<file path="src/rtl/gradient_pkg.sv">
// ---------------------------------------------------------------------------
// gradient_pkg: widths, kernel type and FSM encoding for gradient_convolver.
// Revision 1.0
// ---------------------------------------------------------------------------
`default_nettype none

package gradient_pkg;
  localparam int PIX_W  = 8;
  localparam int COEF_W = 5;
  localparam int ACC_W  = 17;

  typedef logic [2:0][2:0][COEF_W-1:0] kernel_t;

  typedef enum logic [1:0] {
    IDLE   = 2'd0,
    ACCUM  = 2'd1,
    RESULT = 2'd2
  } conv_state_t;

  // Row-major pixel index to {row, col}
  function automatic logic [3:0] rc_of(input logic [3:0] idx);
    case (idx)
      4'd0:    rc_of = {2'd0, 2'd0};
      4'd1:    rc_of = {2'd0, 2'd1};
      4'd2:    rc_of = {2'd0, 2'd2};
      4'd3:    rc_of = {2'd1, 2'd0};
      4'd4:    rc_of = {2'd1, 2'd1};
      4'd5:    rc_of = {2'd1, 2'd2};
      4'd6:    rc_of = {2'd2, 2'd0};
      4'd7:    rc_of = {2'd2, 2'd1};
      4'd8:    rc_of = {2'd2, 2'd2};
      default: rc_of = 4'd0;
    endcase
  endfunction
endpackage

`default_nettype wire

</file>
<file path="src/rtl/gradient_convolver_mac_lane.sv">
// ---------------------------------------------------------------------------
// mac_lane: unsigned-pixel x signed-coefficient multiply with load/acc/clear.
// Revision 1.0
// ---------------------------------------------------------------------------
`default_nettype none

module mac_lane
  import gradient_pkg::*;
(
  input  logic              clk,
  input  logic              rst,
  input  logic              load,
  input  logic              acc,
  input  logic              clr,
  input  logic [PIX_W-1:0]  pixel,
  input  logic [COEF_W-1:0] coef,
  output logic [ACC_W-1:0]  sum,
  output logic [ACC_W-1:0]  sum_next
);
  logic signed [ACC_W-1:0] pix_ext;
  logic signed [ACC_W-1:0] coef_ext;
  logic signed [ACC_W-1:0] product;
  logic signed [ACC_W-1:0] acc_q;

  assign pix_ext  = $signed({{(ACC_W-PIX_W){1'b0}}, pixel});
  assign coef_ext = $signed({{(ACC_W-COEF_W){coef[COEF_W-1]}}, coef});
  assign product  = pix_ext * coef_ext;

  // Next value is exported so the magnitude can be registered alongside it
  always_comb begin
    sum_next = acc_q;
    if (clr)       sum_next = '0;
    else if (load) sum_next = product;
    else if (acc)  sum_next = acc_q + product;
  end

  always_ff @(posedge clk) begin
    if (rst) acc_q <= '0;
    else     acc_q <= sum_next;
  end

  assign sum = acc_q;
endmodule

`default_nettype wire

</file>
<file path="src/rtl/gradient_convolver.sv">
// ---------------------------------------------------------------------------
// gradient_convolver: serial 3x3 X/Y gradient MAC with saturated magnitude.
// Revision 1.0
// ---------------------------------------------------------------------------
`default_nettype none

module gradient_convolver
  import gradient_pkg::*;
(
  input  logic                         clk,
  input  logic                         rst,
  input  logic [2:0][2:0][COEF_W-1:0]  kx,
  input  logic [2:0][2:0][COEF_W-1:0]  ky,
  input  logic                         flush,
  input  logic [PIX_W-1:0]             pixel_in,
  input  logic                         pixel_valid,
  output logic                         pixel_ready,
  output logic [ACC_W-1:0]             gx_out,
  output logic [ACC_W-1:0]             gy_out,
  output logic [PIX_W-1:0]             mag_out,
  output logic                         result_valid,
  input  logic                         result_ready
);
  conv_state_t       state;
  logic [3:0]        cnt;
  kernel_t           kx_l;
  kernel_t           ky_l;
  logic              accept;
  logic              first;
  logic              more;
  logic [1:0]        row;
  logic [1:0]        col;
  logic [COEF_W-1:0] cx;
  logic [COEF_W-1:0] cy;
  logic [ACC_W-1:0]  gx_next;
  logic [ACC_W-1:0]  gy_next;
  logic [ACC_W:0]    abs_x;
  logic [ACC_W:0]    abs_y;
  logic [ACC_W:0]    mag_sum;
  logic [PIX_W-1:0]  mag_sat;

  assign pixel_ready = !rst && (state != RESULT);
  // Flush outranks a coincident accept, so the pixel is simply dropped
  assign accept      = pixel_valid && pixel_ready && !flush;
  assign first       = accept && (state == IDLE);
  assign more        = accept && (state == ACCUM);

  assign {row, col} = rc_of(cnt);
  // Pixel 0 uses the live kernel since it is latched on that same edge
  assign cx = (state == IDLE) ? kx[0][0] : kx_l[row][col];
  assign cy = (state == IDLE) ? ky[0][0] : ky_l[row][col];

  mac_lane u_lane_x (
    .clk      (clk),
    .rst      (rst),
    .load     (first),
    .acc      (more),
    .clr      (flush),
    .pixel    (pixel_in),
    .coef     (cx),
    .sum      (gx_out),
    .sum_next (gx_next)
  );

  mac_lane u_lane_y (
    .clk      (clk),
    .rst      (rst),
    .load     (first),
    .acc      (more),
    .clr      (flush),
    .pixel    (pixel_in),
    .coef     (cy),
    .sum      (gy_out),
    .sum_next (gy_next)
  );

  assign abs_x   = gx_next[ACC_W-1] ? -{1'b1, gx_next} : {1'b0, gx_next};
  assign abs_y   = gy_next[ACC_W-1] ? -{1'b1, gy_next} : {1'b0, gy_next};
  assign mag_sum = abs_x + abs_y;
  assign mag_sat = (|mag_sum[ACC_W:PIX_W]) ? {PIX_W{1'b1}} : mag_sum[PIX_W-1:0];

  always_ff @(posedge clk) begin
    if (rst) begin
      state        <= IDLE;
      cnt          <= 4'd0;
      kx_l         <= '0;
      ky_l         <= '0;
      mag_out      <= '0;
      result_valid <= 1'b0;
    end else if (flush) begin
      state        <= IDLE;
      cnt          <= 4'd0;
      mag_out      <= '0;
      result_valid <= 1'b0;
    end else begin
      case (state)
        IDLE: begin
          if (first) begin
            state <= ACCUM;
            cnt   <= 4'd1;
            kx_l  <= kx;
            ky_l  <= ky;
          end
        end
        ACCUM: begin
          if (more) begin
            cnt <= cnt + 4'd1;
            if (cnt == 4'd8) begin
              state        <= RESULT;
              result_valid <= 1'b1;
              mag_out      <= mag_sat;
            end
          end
        end
        RESULT: begin
          if (result_ready) begin
            state        <= IDLE;
            cnt          <= 4'd0;
            result_valid <= 1'b0;
          end
        end
        default: state <= IDLE;
      endcase
    end
  end
endmodule

`default_nettype wire

</file>
<file path="config.mk">
export PLATFORM = sky130hd
export DESIGN_NAME = gradient_convolver
export DESIGN_NICKNAME = d
export VERILOG_FILES = /design/src/rtl/gradient_pkg.sv /design/src/rtl/gradient_convolver_mac_lane.sv /design/src/rtl/gradient_convolver.sv
export SDC_FILE = /design/constraint.sdc
export NUM_CORES = 1
export LEC_CHECK = 0
export BUFFER_PORTS_ARGS = -buffer_cell sky130_fd_sc_hd__buf_2
export CAP_MARGIN = 20
export CORE_MARGIN = 4
export CORE_UTILIZATION = 56
export CTS_BUF_LIST = sky130_fd_sc_hd__clkbuf_8
export CTS_CLUSTER_DIAMETER = 120
export DETAILED_ROUTE_END_ITERATION = 10
export GPL_TIMING_DRIVEN = 0
export PLACE_DENSITY = 0.87
export SLEW_MARGIN = 0
export SYNTH_ARGS = -nofsm -noshare
export SYNTH_HDL_FRONTEND = slang
export SYNTH_HIERARCHICAL = 1
export SYNTH_SLANG_ARGS = --single-unit
export TNS_END_PERCENT = 5
</file>
<file path="constraint.sdc">
create_clock -name clk -period 9.6 [get_ports clk]
set_input_delay 0 -clock clk [delete_from_list [all_inputs] [get_ports clk]]
set_output_delay 0 -clock clk [all_outputs]
set_load 0.01 [all_outputs]
</file>
* Word-level counts from Yosys, hierarchy flattened
Memory sizes are Yosys's and may differ from the RTL's. A register that Yosys moved wholly into a read port is not among the register bits.
Index checks and enable logic that the tools add are counted.
** Cells by class
- Reductions and logical operators :: 17
- Bitwise gates (word level) :: 1
- Mux-type cells :: 34
- Order comparisons :: 2
- Equal/unequal tests :: 8
- Add/sub/neg operators :: 6
- $mul :: 2
** Operator list (count)
- $mux 17 :: 6
- $bmux 15 s2 :: 2
- $mux 18 :: 2
- $neg 18->18 :: 2
- $add 17x17->17 :: 2
- $mux 15 :: 2
- $mul 9x5->14 :: 2
- $bmux 5 s2 :: 2
- $mux 4 :: 5
- $mux 5 :: 4
- $add 18x18->18 :: 1
- $pmux 4 s3 :: 1
- $reduce_and 4->1 :: 3
- $reduce_or 10->1 :: 1
- $mux 2 :: 4
- $mux 8 :: 1
- $ne 2x2->1 const B :: 4
- $lt 2x3->1 const B :: 2
- $pmux 2 s3 :: 1
- $reduce_and 3->1 :: 2
- $logic_and 1x1->1 :: 5
- $add 4x1->4 const B :: 1
- $eq 4x4->1 const B :: 1
- $mux 1 :: 3
- other kinds (10) :: 11
** Word-level totals
- Logic and storage cells :: 95
- Register bits after elaboration :: 139
- Memories :: 1
- Input bits :: 103
- Bits in read-only memories :: 64
** Memory list
- (no name shown) :: depth 16, bits a word 4, read ports 1, clocked after Yosys merged registers in 1, write ports 0, line gradient_pkg.sv:22 : case (idx)

* Logic depth before layout (Yosys ltp)
- Depth after elaboration :: 15
- Depth in mapped cells :: 43
- Mapped depth without buffers :: 42

* Modules after synthesis
The synthesis kept the hierarchy.
** Modules (own cells, without submodules)
- gradient_convolver :: area each 6276.0 um2, sequential area each 2182.1 um2, cells an instance 807, instances 1
- mac_lane (u_lane_y) :: area each 3301.9 um2, sequential area each 340.3 um2, cells an instance 421, instances 1
- mac_lane (u_lane_x) :: area each 3032.9 um2, sequential area each 340.3 um2, cells an instance 392, instances 1

* Worst setup path before layout
No wires, ideal clock.
- Kind :: reg2reg
- Start point :: reg, netlist name col[0]
- End point :: reg mag_out[0]
- Library setup time :: 0.135 ns
- Cell stages (with the launch flop) :: 38
- Slack :: 0.016 ns
- Arrival time :: 9.449 ns
- Cell sequence :: dfxtp_1 > buf_1 > clkbuf_1 > mux2_2 > a22oi_1 > a2bb2oi_1 > o21ai_0 > and2_1 > fa_1 > fa_1 > inv_1 > fa_1 > inv_1 > ha_1 > a211oi_1 > o21bai_1 > a2111oi_0 > a21oi_1 > (+2 left out) > ha_1 > clkbuf_1 > nand2_1 > o21ai_0 > a21oi_1 > o31a_2 > a21o_1 > a31oi_1 > clkbuf_1 > o21ai_0 > fa_1 > a211oi_1 > o211ai_1 > a211oi_2 > a21oi_1 > or4_4 > a2111oi_4 > a21oi_1
** Between the ends
- Word-level cells in the longest chain between the ends :: 13
- Elaborated cells between the ends (all ways) :: 23
** RTL lines
- $bmux 5 s2 * :: line gradient_convolver.sv:51 : assign cy = (state == IDLE) ? ky[0][0] : ky_l[row][col];
- $mux 5 (implied by the code) * :: line gradient_convolver.sv:51
- $mux 5 * :: line gradient_convolver.sv:51
- net cy[2] :: line gradient_convolver.sv:34 : logic [COEF_W-1:0] cy;
- $mul 9x5->14 * :: line gradient_convolver_mac_lane.sv:27 : assign product = pix_ext * coef_ext;
- $add 17x17->17 :: line gradient_convolver_mac_lane.sv:34 : else if (acc) sum_next = acc_q + product;
- $mux 17 :: line gradient_convolver_mac_lane.sv:34
- $mux 17 * :: line gradient_convolver_mac_lane.sv:33 : else if (load) sum_next = product;
- $mux 17 * :: line gradient_convolver_mac_lane.sv:32 : if (clr) sum_next = '0;
- net gy_next[16] :: line gradient_convolver.sv:36 : logic [ACC_W-1:0] gy_next;
- $neg 18->18 :: line gradient_convolver.sv:78 : assign abs_y = gy_next[ACC_W-1] ? -{1'b1, gy_next} : {1'b0, gy_next};
- $mux 18 * :: line gradient_convolver.sv:78
- $add 18x18->18 * :: line gradient_convolver.sv:79 : assign mag_sum = abs_x + abs_y;
- $reduce_or 10->1 :: line gradient_convolver.sv:80 : assign mag_sat = (|mag_sum[ACC_W:PIX_W]) ? {PIX_W{1'b1}} : mag_sum[PIX_W-1:0];
- $mux 8 * :: line gradient_convolver.sv:80
- to (signal assigned) :: line gradient_convolver.sv:111 : mag_out <= mag_sat;
- to (decl) :: line gradient_convolver.sv:20 : output logic [PIX_W-1:0] mag_out,
The timed path passes the listed nets; every way through them passes the cells marked *. The select of a mux whose other input is x is not followed.
A chain may end at the register's enable or synchronous reset.

* Final worst setup path
- Start point :: reg, netlist name col[0]
- End point :: reg mag_out[6]
** Between the ends
- Word-level cells in the longest chain between the ends :: 13
- Elaborated cells between the ends (all ways) :: 23
** RTL lines
- $bmux 5 s2 * :: line gradient_convolver.sv:50 : assign cx = (state == IDLE) ? kx[0][0] : kx_l[row][col];
- $mux 5 (implied by the code) * :: line gradient_convolver.sv:50
- $mux 5 * :: line gradient_convolver.sv:50
- net cx[2] :: line gradient_convolver.sv:33 : logic [COEF_W-1:0] cx;
- $mul 9x5->14 * :: line gradient_convolver_mac_lane.sv:27
- $add 17x17->17 :: line gradient_convolver_mac_lane.sv:34
- $mux 17 :: line gradient_convolver_mac_lane.sv:34
- $mux 17 * :: line gradient_convolver_mac_lane.sv:33
- $mux 17 * :: line gradient_convolver_mac_lane.sv:32
- net gx_next[16] :: line gradient_convolver.sv:35 : logic [ACC_W-1:0] gx_next;
- $neg 18->18 :: line gradient_convolver.sv:77 : assign abs_x = gx_next[ACC_W-1] ? -{1'b1, gx_next} : {1'b0, gx_next};
- $mux 18 * :: line gradient_convolver.sv:77
- $add 18x18->18 * :: line gradient_convolver.sv:79
- $reduce_or 10->1 :: line gradient_convolver.sv:80
- $mux 8 * :: line gradient_convolver.sv:80
Marked as above.

==> reports/metrics.csv <==
stage;metric;value;unit
timing;hold_viol_final;0;
yosys;synth_cell_types;81;
power;p_int;1320;µW
die;die_x;158;µm
timing;worst_pin_slew;761;ps
cts;ctsHtreeMaxLevel;4;
setup_path;worstReg2RegStart;col[0];
route;wirelength;44.2;mm
cells_and_area;nets;2180;
yosys;synthAdderAreaFrac;18.1;%
status;status;finished, final reports clean;
yosys;synth_xor_area_share;4.86;%
cts;clk_latency;470;ps
cells_and_area;synthToLayoutAreaGrowth;27.9;%
timing;fin_skew;22.5;ps
cts;cts_sinks;143;
yosys;ys_top_cells_by_count;nand2_1 (289), a21oi_1 (182), dfxtp_1 (143);
die;rows;54;
route;drc;0;
cts;root_buffer;clkbuf_8;
power;clkPwrFrac;22.5;%
die;start_util;57.4;%
setup_path;cpMaxStageDelayCell;fa_1;
global_routing;grt_pass1_vias;13300;
flow_run;drv_cap;0;
cts;cts_tree;built;
power;p_per_area;144;nW/µm²
yosys;ys_ff_latch;143;
setup_path;critical_path_buf_inv_count;6;
setup_path;critPathMaxStageDelay;550;ps
yosys;seq_area_frac_synth;22.7;%
timing;maxSlewViolCount;0;
route;routedWlPerCell;19.9;µm
power;p_seq_share;26.8;%
global_routing;grt_util_all_layers;32.7;%
power;power.total;2320;µW
route;ant_nets;0;
die;io_pins;147;
placement;dp_slack;-2350;ps
cts;clk_pin_slew;100;ps
worst_hold_path;holdCritPathClass;input pin to register;
global_routing;grt_remaining_overflow;0;
power;switching_power;1000;µW
yosys;syn_area;12600;µm²
route;viasPerCell;6.29;
yosys;synth_top_family_by_area;compound AO/OA/AOI/OAI gates;
yosys;synth_compound_area_share;22.6;%
yosys;yosysTopAreaCellShare;22.7;%
power;netSwitchingFraction;43.3;%
placement;gp_congestion;0.983;
die;die_y;158;µm
timing;fin_ws;141;ps
worst_hold_path;holdPathStages;4;
setup_path;cp_max_fo;8;
setup_path;cp.depth;38;
route;vias;13900;
route;drtIter0Drc;1553;
cts;cts_made_buffers;17;
yosys;synthCells;1620;
yosys;async_reset_ff_share;0;%
cells_and_area;utilization;73.5;%
cells_and_area;drive_gt1_share;20.5;%
global_routing;grt_first_pass_wirelength;65.8;mm
yosys;syn_avg_cell_area;7.78;µm²
setup_path;crit_family;compound AO/OA/AOI/OAI gates;
yosys;yosys_warnings;6;
cts;clk_path_buf_depth;2;
placement;io_buffers;146;
global_routing;antenna_found_initial;4;
setup_path;cp.required;9950;ps
timing;slew_headroom;49.1;%
timing;fin_crit_sh;98.5;%
timing;setup_viol;0;
worst_hold_path;min_from;pixel_in[0];
route;drt_pre_antenna_iters;7;
die;coreArea;22000;µm²
global_routing;grt_start_max_net_pins;18;
power;power_frac_comb;50.7;%
yosys;synth_simple_gate_area_share;21.3;%
yosys;synthFlopType;dfxtp_1;
yosys;synth_nets;1881;
yosys;synth_area_leaders;dfxtp_1 (23%), ha_1 (12%), nand2_1 (8.6%);
setup_path;crit_type;register to register;
setup_path;cp-start-kind;register;
power;power_leakage;0.00702;µW
timing;fin_crit;9460;ps
setup_path;rrSetupSlack;140;ps
power;max-vdd-ir-drop;0.0000993;V
yosys;yosysMostFrequentCell;nand2_1;
yosys;synth_top_cell_by_area;dfxtp_1;
die;dieArea;25000;µm²
timing;tns;0;ps
worst_hold_path;holdPathEnd;u_lane_y/sum[0];
placement;dpl.hpwl;28.0;mm
yosys;synth_edf_count;0;
setup_path;r2r-end;mag_out[6];
timing;fmax;106;MHz
setup_path;cp.arrival;9810;ps
setup_path;reg2reg_depth;38;
setup_path;endpoint_kind;register;
yosys;synthMuxAreaShare;4.75;%
[power groups by stage]
stage	combinational, µW	sequential (µW)	clock, µW
after floorplan	688	633	0
after detailed placement	906	635	0
after global placement	872	634	0
after CTS	954	621	514
after global routing	1270	624	540
final	1180	622	523
[per-layer routing]
metal	up-vias	routed length [µm]	track usage [%]
li1	6239	-	-
met4	2	2380	15.6
met2	950	21300	56.0
met1	6495	16000	38.7
met3	238	4530	7.52
met5	-	8	0
[worst register-to-register path, delay by kind of cell, from the launching register on]
| kind | cells | cell delay (ps) |
|---|---|---|
| AO/OA/AOI/OAI | 15 | 2810 |
| adder cells (fa/ha/maj) | 6 | 2470 |
| AND/OR/NAND/NOR | 7 | 1540 |
| multiplexers | 2 | 840 |
| buffers and inverters | 6 | 800 |
| XOR/XNOR | 2 | 510 |
| flip-flops | 1 | 390 |
[logic make-up after synthesis]
| family | count (synthesis) |
|---|---|
| simple gates | 575 |
| compound gates | 440 |
| mux | 45 |
| xor+xnor | 70 |
| fa+ha+maj | 158 |
| buf+inv | 189 |
| flops | 143 |
[area by class of cell]
cell class | instances | area, µm²
inverter | 119 | 449
clock buffer | 17 | 234
fill | 1449 | 5820
multi-input combinational | 1288 | 9720
tap | 280 | 350
antenna | 3 | 7.51
buffer | 69 | 333
timing repair buffer | 281 | 2000
clock inverter | 15 | 171
sequential | 143 | 2870
[per-stage QoR]
step	cell area (µm²)	std cells	hold slack (ps)
floorplan	12600	1620	71.6
global placement	13700	2046	244
detailed placement	13700	2046	247
CTS	15200	2177	114
global route	16100	2215	140
finish	16100	2215	129
[sequential cells by signal, summed over array words and instances, names as in the netlist]
signal and cells:
col 2, row 2, u_lane_y/sum 17, state 2, cnt 4, kx_l 45
result_valid 1, ky_l 45, u_lane_x/sum 17, mag_out 8
[how the worst max path moves through the flow]
stage,startpoint,to
after detailed placement,col[0],mag_out[6]
final,col[0],mag_out[6]
after CTS,col[0],mag_out[6]
after global placement,col[0],mag_out[6]
after global routing,row[0],mag_out[6]
after floorplan,col[0],mag_out[0]
[layout by cell type, fill, tap and decap left out, drive strengths merged, types with 19 or more instances in the layout]
cell / n
xnor2: 51
dfxtp: 143
mux2i: 22
fa: 41
a21o: 35
a21oi: 187
nand2b: 20
inv: 127
o21ai: 85
and2: 51
ha: 117
nor2b: 20
dlygate4sd3: 92
nand2: 289
xor2: 19
buf: 209
nor3: 23
a211oi: 22
clkbuf: 66
nor2: 91
[timing repair]
item,4_1_cts,5_1_grt
buffers inserted,8,35
pin swaps,9,56
gates resized for setup,55,147
endpoints found under the hold margin,94,0
setup endpoints to repair,8,8
hold buffers,92,0
Power figures use the tool's default switching activity.
